[src/rtl/hilo_unit.sv]
// HI/LO sequencer: launches the divider or multiplier, waits for its completion
// pulse (bounded by TIMEOUT), and owns the architectural HI/LO registers.
module hilo_unit #(
    parameter int TIMEOUT = 40
) (
    input  logic        clock,
    input  logic        reset,
    input  logic        opStart,
    input  logic [1:0]  opCode,
    input  logic [31:0] rsData,
    input  logic [31:0] rtData,
    output logic        divIn,
    output logic [31:0] divDividendo,
    output logic [31:0] divDivisor,
    input  logic        divOut,
    input  logic [31:0] divHi,
    input  logic [31:0] divLo,
    output logic        mulIn,
    output logic [31:0] mulA,
    output logic [31:0] mulB,
    input  logic        mulOut,
    input  logic [31:0] mulHi,
    input  logic [31:0] mulLo,
    output logic [31:0] HiOut,
    output logic [31:0] LoOut,
    output logic        busy,
    output logic        done,
    output logic        divZeroExc,
    output logic        timeoutErr
);

    localparam logic [1:0] S_IDLE   = 2'd0;
    localparam logic [1:0] S_LAUNCH = 2'd1;
    localparam logic [1:0] S_WAIT   = 2'd2;
    localparam logic [1:0] S_FINISH = 2'd3;

    localparam logic [1:0] OP_MULT = 2'b00;
    localparam logic [1:0] OP_DIV  = 2'b01;
    localparam logic [1:0] OP_MTHI = 2'b10;
    localparam logic [1:0] OP_MTLO = 2'b11;

    localparam int              CNT_W    = $clog2(TIMEOUT) + 1;
    localparam logic [CNT_W-1:0] CNT_LAST = CNT_W'(TIMEOUT - 1);

    logic [1:0]       state_q, state_d;
    logic [1:0]       op_q, op_d;
    logic [31:0]      a_q, a_d;
    logic [31:0]      b_q, b_d;
    logic [31:0]      hi_q, hi_d;
    logic [31:0]      lo_q, lo_d;
    logic             dz_q, dz_d;
    logic             to_q, to_d;
    logic [CNT_W-1:0] cnt_q, cnt_d;
    logic             unit_done;

    // Only the unit that was launched may complete the operation.
    assign unit_done = (op_q == OP_DIV) ? divOut : mulOut;

    always_comb begin
        state_d = state_q;
        op_d    = op_q;
        a_d     = a_q;
        b_d     = b_q;
        hi_d    = hi_q;
        lo_d    = lo_q;
        dz_d    = dz_q;
        to_d    = to_q;
        cnt_d   = cnt_q;
        case (state_q)
            S_IDLE: begin
                if (opStart) begin
                    op_d = opCode;
                    a_d  = rsData;
                    b_d  = rtData;
                    dz_d = 1'b0;
                    to_d = 1'b0;
                    case (opCode)
                        OP_MTHI: begin
                            hi_d    = rsData;
                            state_d = S_FINISH;
                        end
                        OP_MTLO: begin
                            lo_d    = rsData;
                            state_d = S_FINISH;
                        end
                        OP_DIV: begin
                            if (rtData == 32'd0) begin
                                dz_d    = 1'b1;
                                state_d = S_FINISH;
                            end else begin
                                state_d = S_LAUNCH;
                            end
                        end
                        default: state_d = S_LAUNCH;
                    endcase
                end
            end
            S_LAUNCH: begin
                cnt_d   = '0;
                state_d = S_WAIT;
            end
            S_WAIT: begin
                // Completion is checked first so it beats a coincident timeout.
                if (unit_done) begin
                    hi_d    = (op_q == OP_DIV) ? divHi : mulHi;
                    lo_d    = (op_q == OP_DIV) ? divLo : mulLo;
                    state_d = S_FINISH;
                end else if (cnt_q == CNT_LAST) begin
                    to_d    = 1'b1;
                    state_d = S_FINISH;
                end else begin
                    cnt_d = cnt_q + CNT_W'(1);
                end
            end
            default: state_d = S_IDLE;
        endcase
    end

    always_ff @(posedge clock) begin
        if (!reset) begin
            state_q <= S_IDLE;
            op_q    <= OP_MULT;
            a_q     <= '0;
            b_q     <= '0;
            hi_q    <= '0;
            lo_q    <= '0;
            dz_q    <= 1'b0;
            to_q    <= 1'b0;
            cnt_q   <= '0;
        end else begin
            state_q <= state_d;
            op_q    <= op_d;
            a_q     <= a_d;
            b_q     <= b_d;
            hi_q    <= hi_d;
            lo_q    <= lo_d;
            dz_q    <= dz_d;
            to_q    <= to_d;
            cnt_q   <= cnt_d;
        end
    end

    assign divIn        = (state_q == S_LAUNCH) && (op_q == OP_DIV);
    assign mulIn        = (state_q == S_LAUNCH) && (op_q == OP_MULT);
    assign divDividendo = a_q;
    assign divDivisor   = b_q;
    assign mulA         = a_q;
    assign mulB         = b_q;
    assign HiOut        = hi_q;
    assign LoOut        = lo_q;
    assign busy         = (state_q != S_IDLE);
    assign done         = (state_q == S_FINISH);
    assign divZeroExc   = dz_q;
    assign timeoutErr   = to_q;

endmodule

[config.mk]
export PLATFORM = sky130hd
export DESIGN_NAME = hilo_unit
export DESIGN_NICKNAME = d
export VERILOG_FILES = /design/src/rtl/hilo_unit.sv
export SDC_FILE = /design/constraint.sdc
export NUM_CORES = 1
export LEC_CHECK = 0
export CAP_MARGIN = 20
export CORE_AREA = 5 5 153 155
export CTS_BUF_LIST = sky130_fd_sc_hd__clkbuf_16
export CTS_CLUSTER_DIAMETER = 30
export DETAILED_ROUTE_END_ITERATION = 16
export DIE_AREA = 0 0 158 160
export GPL_TIMING_DRIVEN = 0
export MAX_ROUTING_LAYER = met4
export PLACE_DENSITY = 0.68
export SLEW_MARGIN = 20
export SYNTH_ARGS = -nofsm -noshare
export SYNTH_HDL_FRONTEND = slang
export SYNTH_SLANG_ARGS = --single-unit
[constraint.sdc]
create_clock -name clock -period 3.8 [get_ports clock]
set_input_delay 0.95 -clock clock [delete_from_list [all_inputs] [get_ports clock]]
set_output_delay 0.95 -clock clock [all_outputs]
set_load 0.005 [all_outputs]
==> results of run 1 <==
## routing by layer
metal / vias to the layer above / track usage (%)
met5: - / -
met4: 0 / 7.37
met3: 37 / 6.25
met2: 315 / 43.2
met1: 3699 / 29.2
li1: 3854 / -
## worst register-to-register path, stage by stage (launching register included)
cell      delay [ns]
dfxtp_1         0.35
inv_1           0.12
ha_1            0.15
clkbuf_1        0.28
and2_1          0.22
clkbuf_1        0.51
clkbuf_1        0.51
nand2_1         0.13
a21boi_0        0.16
## state kept, by name (all words and copies together), names as in the netlist
| register | cells |
|---|---|
| divZeroExc | 1 |
| state_q | 2 |
| LoOut | 32 |
| HiOut | 32 |
| divDivisor | 32 |
| timeoutErr | 1 |
| cnt_q | 7 |
| divDividendo | 32 |
| op_q | 2 |
## logic make-up after synthesis
family	synth area share, %
AND/OR/NAND/NOR	22.9
multiplexers	0.141
buffers and inverters	11.6
adder cells (fa/ha/maj)	0.879
AO/OA/AOI/OAI	24.7
flip-flops	39.7
XOR/XNOR	0.123
## synth_stat cells
cell        n  area share (%)
a21oi_1     7            0.49
a311o_1    64             9.0
clkbuf_1   50             2.6
o21ai_0     5            0.35
buf_6       6            0.95
nor3b_1     1            0.11
o221ai_1    1            0.12
or2_2       1           0.088
buf_2       7            0.49
nand3_1     3            0.21
and3_1      2            0.18
o31ai_1     1            0.11
mux2i_1     1            0.14
o21a_1      1            0.11
inv_1       5            0.26
a21boi_0   78             8.2
or3_1       8            0.70
a211oi_4    1            0.28
and4_1      1            0.12
nor3_1      1           0.070
buf_1       3            0.16
nor4b_1     2            0.25
dfxtp_1   141              40
nor4_1      6            0.53
nand2_1   333              18
nand4_1     3            0.26
buf_4      67             7.1
a21boi_1   54             5.7
nand2b_1    1           0.088
and3b_2     1            0.14
nor2b_1     3            0.26
and2_1      4            0.35
nor2_1     38             2.0
o2111a_1    1            0.16
ha_1        5            0.88
a31oi_1     2            0.18
xor2_1      1            0.12
## per-stage QoR
step	cells	cell area (sq um)	util [%]	setup slack, ns
global placement	1584	11400	52.7	0.724
finish	1617	12100	55.6	0.371
floorplan	909	7120	-	1.47
global route	1617	12100	55.6	0.173
detailed placement	1584	11400	52.7	0.704
CTS	1614	12000	55.5	0.279
## report_power, final
group / internal (mW) / total, mW / switching (mW)
sequential: 1.79 / 2.01 / 0.222
combinational: 1.47 / 2.79 / 1.33
clock: 1.15 / 1.81 / 0.652
total: 4.41 / 6.61 / 2.20
## area by class of cell
type / count / area, sq um / share of cell area [%]
Antenna cell: 3 / 7.51 / 0.0623
Buffer: 133 / 805 / 6.67
Clock buffer: 17 / 425 / 3.53
Clock inverter: 13 / 200 / 1.66
Inverter: 5 / 18.8 / 0.156
Multi-Input combinational cell: 630 / 3470 / 28.8
Sequential cell: 141 / 2820 / 23.4
Tap cell: 280 / 350 / 2.91
Timing Repair Buffer: 395 / 3950 / 32.8
## final timing paths
check,from,endpoint,slack (ns),cells after the start
min,LoOut[18]$_SDFFE_PN0P_,LoOut[18]$_SDFFE_PN0P_,0.45,2
max reg2reg,state_q[1]$_SDFFE_PN0P_,divDividendo[12]$_SDFFE_PN0P_,1.32,8
min reg2reg,LoOut[18]$_SDFFE_PN0P_,LoOut[18]$_SDFFE_PN0P_,0.45,2
max,op_q[0]$_SDFFE_PN0P_,divIn,0.37,5
==> run_results.csv, run 1 <==
group,metric,value,unit
sta,fin_crit_sh,90.2,%
critical_path,cpLargestDelayFamily,"buffers and inverters",
synthesis,ys_seq_area_share,39.7,%
critical_path,worst-path-buf-inv,3,
critical_path,required,2.85,ns
die,io_pins,397,
cts,postCtsSetupRepairBufs,0,
sta,maxSlewViolCount,0,
synthesis,yosysWarnings,0,
sta,period_needed,3.43,ns
synthesis,synth_cells,909,
cts,clockBufferDepth,2,
critical_path,crit_path_end_kind,"primary output",
cts,post_cts_resized,0,
cts,h-tree-depth,4,
synthesis,synth_area,7120,sq um
die,die_h,160,microns
global_routing,grt_pass1_wl,47.1,mm
cts,cts_tree,"yes",
layout,mostFrequentLayoutCells,"clkdlybuf4s50_1 (395), nand2_1 (333), dfxtp_1 (141)",
place,io_buffers,395,
drt,vias_per_cell,4.89,
layout,fillers,2082,
place,gp_congestion,0.896,
critical_path,crit_arrival,2.48,ns
place,dp_hpwl,25.7,mm
die,rows,54,
sta,setup_viol,0,
cts,cts.clk_slew.worst_paths,0.07,ns
drt,dr.pass1.iters,5,
critical_path,path_class,"reg2out",
die,core,21700,sq um
cts,cts-hold-fix-buffers,0,
drt,drt_iter0_markers,404,
drt,wl_met2,16.2,mm
critical_path,cp_slowest_cell,"clkdlybuf4s50_1",
cts,clock-root-buffer,"clkbuf_16",
layout,final_common_cell,"clkdlybuf4s50_1",
die,die_x,158,microns
die,start_util,32.8,%
sta,tns,0,ns
layout,drive_gt1_share,8.25,%
drt,top_layer,"met4",
cts,clkLatencyLatePin,0.42,ns
sta,hold_viol_final,0,
synthesis,ys_seq_elements,141,
pwr,total_power,6.61,mW
sta,max-slew-margin-rel,52.3,%
sta,fmax,292,MHz
critical_path,worstSetupStartpointType,"flop",
run_status,outcome,"complete, no violations",
sta,holdWs,0.451,ns
drt,ant_nets,0,
global_routing,grt_max_degree,17,
layout,area_delta_synth_final,69.4,%
layout,layout.nets,1527,
global_routing,grt_pass1_vias,7850,
sta,clock_skew,0.0123,ns
critical_path,crit_fanout,10,
hold_path,hold_path_class,"reg2reg",
sta,tightest_slew,0.715,ns
drt,vias,7905,
pwr,irDropWorstVdd,269,uV
pwr,power.leakage,4.51,nW
global_routing,track_usage,25.3,%
critical_path,cpPeakStageDelay,0.54,ns
synthesis,syn_nets,1113,
drt,wl_met1,13.0,mm
global_routing,overflow,0,
global_routing,antenna_found_initial,3,
job,drv_cap,0,
die,fp.dieArea,25300,sq um
pwr,powerDensity,548,nW/um^2
sta,grt_setup_unrepaired,"false",
critical_path,worstPathCellList,"nor2b_1, buf_2, buf_1, and2_1, clkdlybuf4s50_1",
cts,cts_buffers,17,
drt,totalWireLength,32.4,mm
cts,cts.sinks,141,
drt,drc_errors,0,
synthesis,syn_avg_cell_area,7.83,sq um
synthesis,synth_cell_types,37,
drt,drt-wirelength-per-cell,20.0,microns
drt,wl_met3,2.62,mm
(Power assumes the default switching activity.)
==> run 2, diff against run 1 <==
- CORE_AREA: 5 5 153 155 -> unset
- CORE_ASPECT_RATIO: unset -> 0.6
- CORE_MARGIN: unset -> 4
- CORE_UTILIZATION: unset -> 35
- DIE_AREA: 0 0 158 160 -> unset
- PLACE_DENSITY: 0.68 -> 0.75
- clock period: 3.8 -> 3.1 ns (I/O delays scaled with it)
==> run_results.csv, run 2 (synthesis results as in run 1) <==
group,metric,value,unit
sta,period_needed,2.91,ns
place,dpl_cell_area,11400,sq um
drt,vias,8118,
die,io_pins,397,
critical_path,worstSetupStartpointType,"flop",
place,io_buffers,395,
drt,ant_nets,0,
layout,mostFrequentLayoutCells,"clkdlybuf4s50_1 (395), nand2_1 (333), dfxtp_1 (141)",
pwr,p_sw_share,35.0,%
critical_path,r2r_end,"divDividendo[21]$_SDFFE_PN0P_",
critical_path,reg2reg_depth,8,
pwr,power.leakage,4.47,nW
cts,clock-root-buffer,"clkbuf_16",
pwr,p_int,5.17,mW
layout,multiInputGateArea,3470,sq um
critical_path,r2r_slack,0.44,ns
drt,drt-wirelength-per-cell,19.9,microns
drt,vias_per_cell,5.05,
pwr,combPwrFrac,43.5,%
die,rows,40,
job,drv_cap,0,
critical_path,crit_fanout,19,
cts,cts_buffers,17,
cts,h-tree-depth,4,
global_routing,track_usage,27.4,%
layout,fillers,1799,
drt,drc_errors,0,
sta,clock_skew,0.00963,ns
pwr,powerDensity,664,nW/um^2
pwr,pwr-share-clk,25.5,%
critical_path,required,2.32,ns
global_routing,grt_pass1_vias,7971,
die,core,20000,sq um
drt,wl_met1,13.9,mm
place,dp.cells,1577,
drt,wl_met2,14.8,mm
sta,max-slew-margin-rel,50.9,%
place,gp_congestion,0.897,
sta,grt_setup_unrepaired,"false",
sta,setup_ws,0.192,ns
critical_path,path_class,"reg2out",
place,place_ws,0.0795,ns
cts,clockBufferDepth,2,
pwr,irDropWorstVdd,347,uV
cts,cts.clk_slew.worst_paths,0.06,ns
die,die_x,192,microns
place,dp_hpwl,25.5,mm
die,fp.dieArea,22800,sq um
layout,final_common_cell,"clkdlybuf4s50_1",
sta,hold_viol_final,0,
drt,top_layer,"met4",
drt,totalWireLength,32.0,mm
die,start_util,35.6,%
sta,tightest_slew,0.737,ns
global_routing,grt_pass1_wl,46.5,mm
cts,postCtsSetupRepairBufs,0,
critical_path,crit_path_end_kind,"primary output",
drt,wl_met3,2.91,mm
sta,holdWs,0.451,ns
sta,fin_crit_sh,93.8,%
layout,finalInstanceArea,12000,sq um
hold_path,hold_path_class,"reg2reg",
run_status,outcome,"complete, no violations",
critical_path,crit_arrival,2.13,ns
sta,maxSlewViolCount,0,
hold_path,whs_path_depth,2,
global_routing,grt_max_degree,20,
hold_path,worstHoldStart,"LoOut[25]$_SDFFE_PN0P_",
sta,setup_viol,0,
die,die_h,118,microns
layout,regArea,2820,sq um
drt,dr.pass1.iters,5,
pwr,power.switching,2.78,mW
pwr,seqPwrFrac,31.1,%
cts,cts.sinks,141,
hold_path,holdPathEnd,"LoOut[25]$_SDFFE_PN0P_",
global_routing,antenna_found_initial,0,
cts,clkLatencyLatePin,0.41,ns
layout,layout.nets,1526,
cts,cts_tree,"yes",
drt,drt_iter0_markers,513,
critical_path,reg2reg_from,"state_q[1]$_SDFFE_PN0P_",
layout,drive_gt1_share,8.40,%
global_routing,overflow,0,
sta,tns,0,ns
layout,area_delta_synth_final,68.3,%
sta,fmax,344,MHz
layout,layoutNonFillerInstCount,1608,
## run 2: changes by cell type in the layout (fill, tap and decap cells not counted), moves of 2 or more
cell,before,now
bufinv_16,5,2
clkinv_4,2,4
diode_2,3,1
inv_1,7,5
## run 2: timing repair
action                                  CTS  global route
endpoints found under the setup margin    1             0
resized for setup                         0             0
hold buffers                              0             0
hold endpoints to repair                  0             0
## run 2: critical path, cell delays in order (launching register included)
cell and delay, ns:
dfxtp_1 0.39, nor2b_1 0.19, buf_2 0.42, and2_1 0.20, clkdlybuf4s50_1 0.53
## run 2: final cells by class
class,instances,area share [%]
clock buffer,17,3.55
inverter,5,0.157
antenna,1,0.0209
clock inverter,14,1.21
sequential,141,23.6
tap,273,2.85
buffer,132,6.68
multi-input combinational,630,29.0
timing repair buffer,395,33.0
## run 2: per-stage QoR
step	util (%)	total power, mW
finish	60.0	7.95
global route	60.0	8.36
CTS	60.0	7.98
detailed placement	57.2	5.94
global placement	57.2	5.89
floorplan	-	3.96
## run 2: worst max path at each step
stage,slack [ns],depth (start not counted),startpoint,to
after CTS,0.15,4,op_q[0]$_SDFFE_PN0P_,divIn
after global routing,0.08,4,op_q[0]$_SDFFE_PN0P_,divIn
after floorplan,0.95,7,divOut,HiOut[18]$_SDFFE_PN0P_
after detailed placement,0.08,6,opStart,divDividendo[27]$_SDFFE_PN0P_
final,0.19,4,op_q[0]$_SDFFE_PN0P_,divIn
after global placement,0.11,6,opStart,divDividendo[27]$_SDFFE_PN0P_
## run 2: power by group through the flow
stage	sequential [mW]	clock [mW]	combinational, mW
final	2.47	2.03	3.46
after detailed placement	2.50	0	3.44
after global placement	2.48	0	3.40
after floorplan	2.47	0	1.48
after global routing	2.51	2.13	3.72
after CTS	2.47	2.05	3.46
## run 2: layer usage
layer,track usage (%),up-vias
li1,-,3851
met1,35.6,3871
met2,43.5,365
met3,6.64,31
met4,6.01,0
met5,-,-
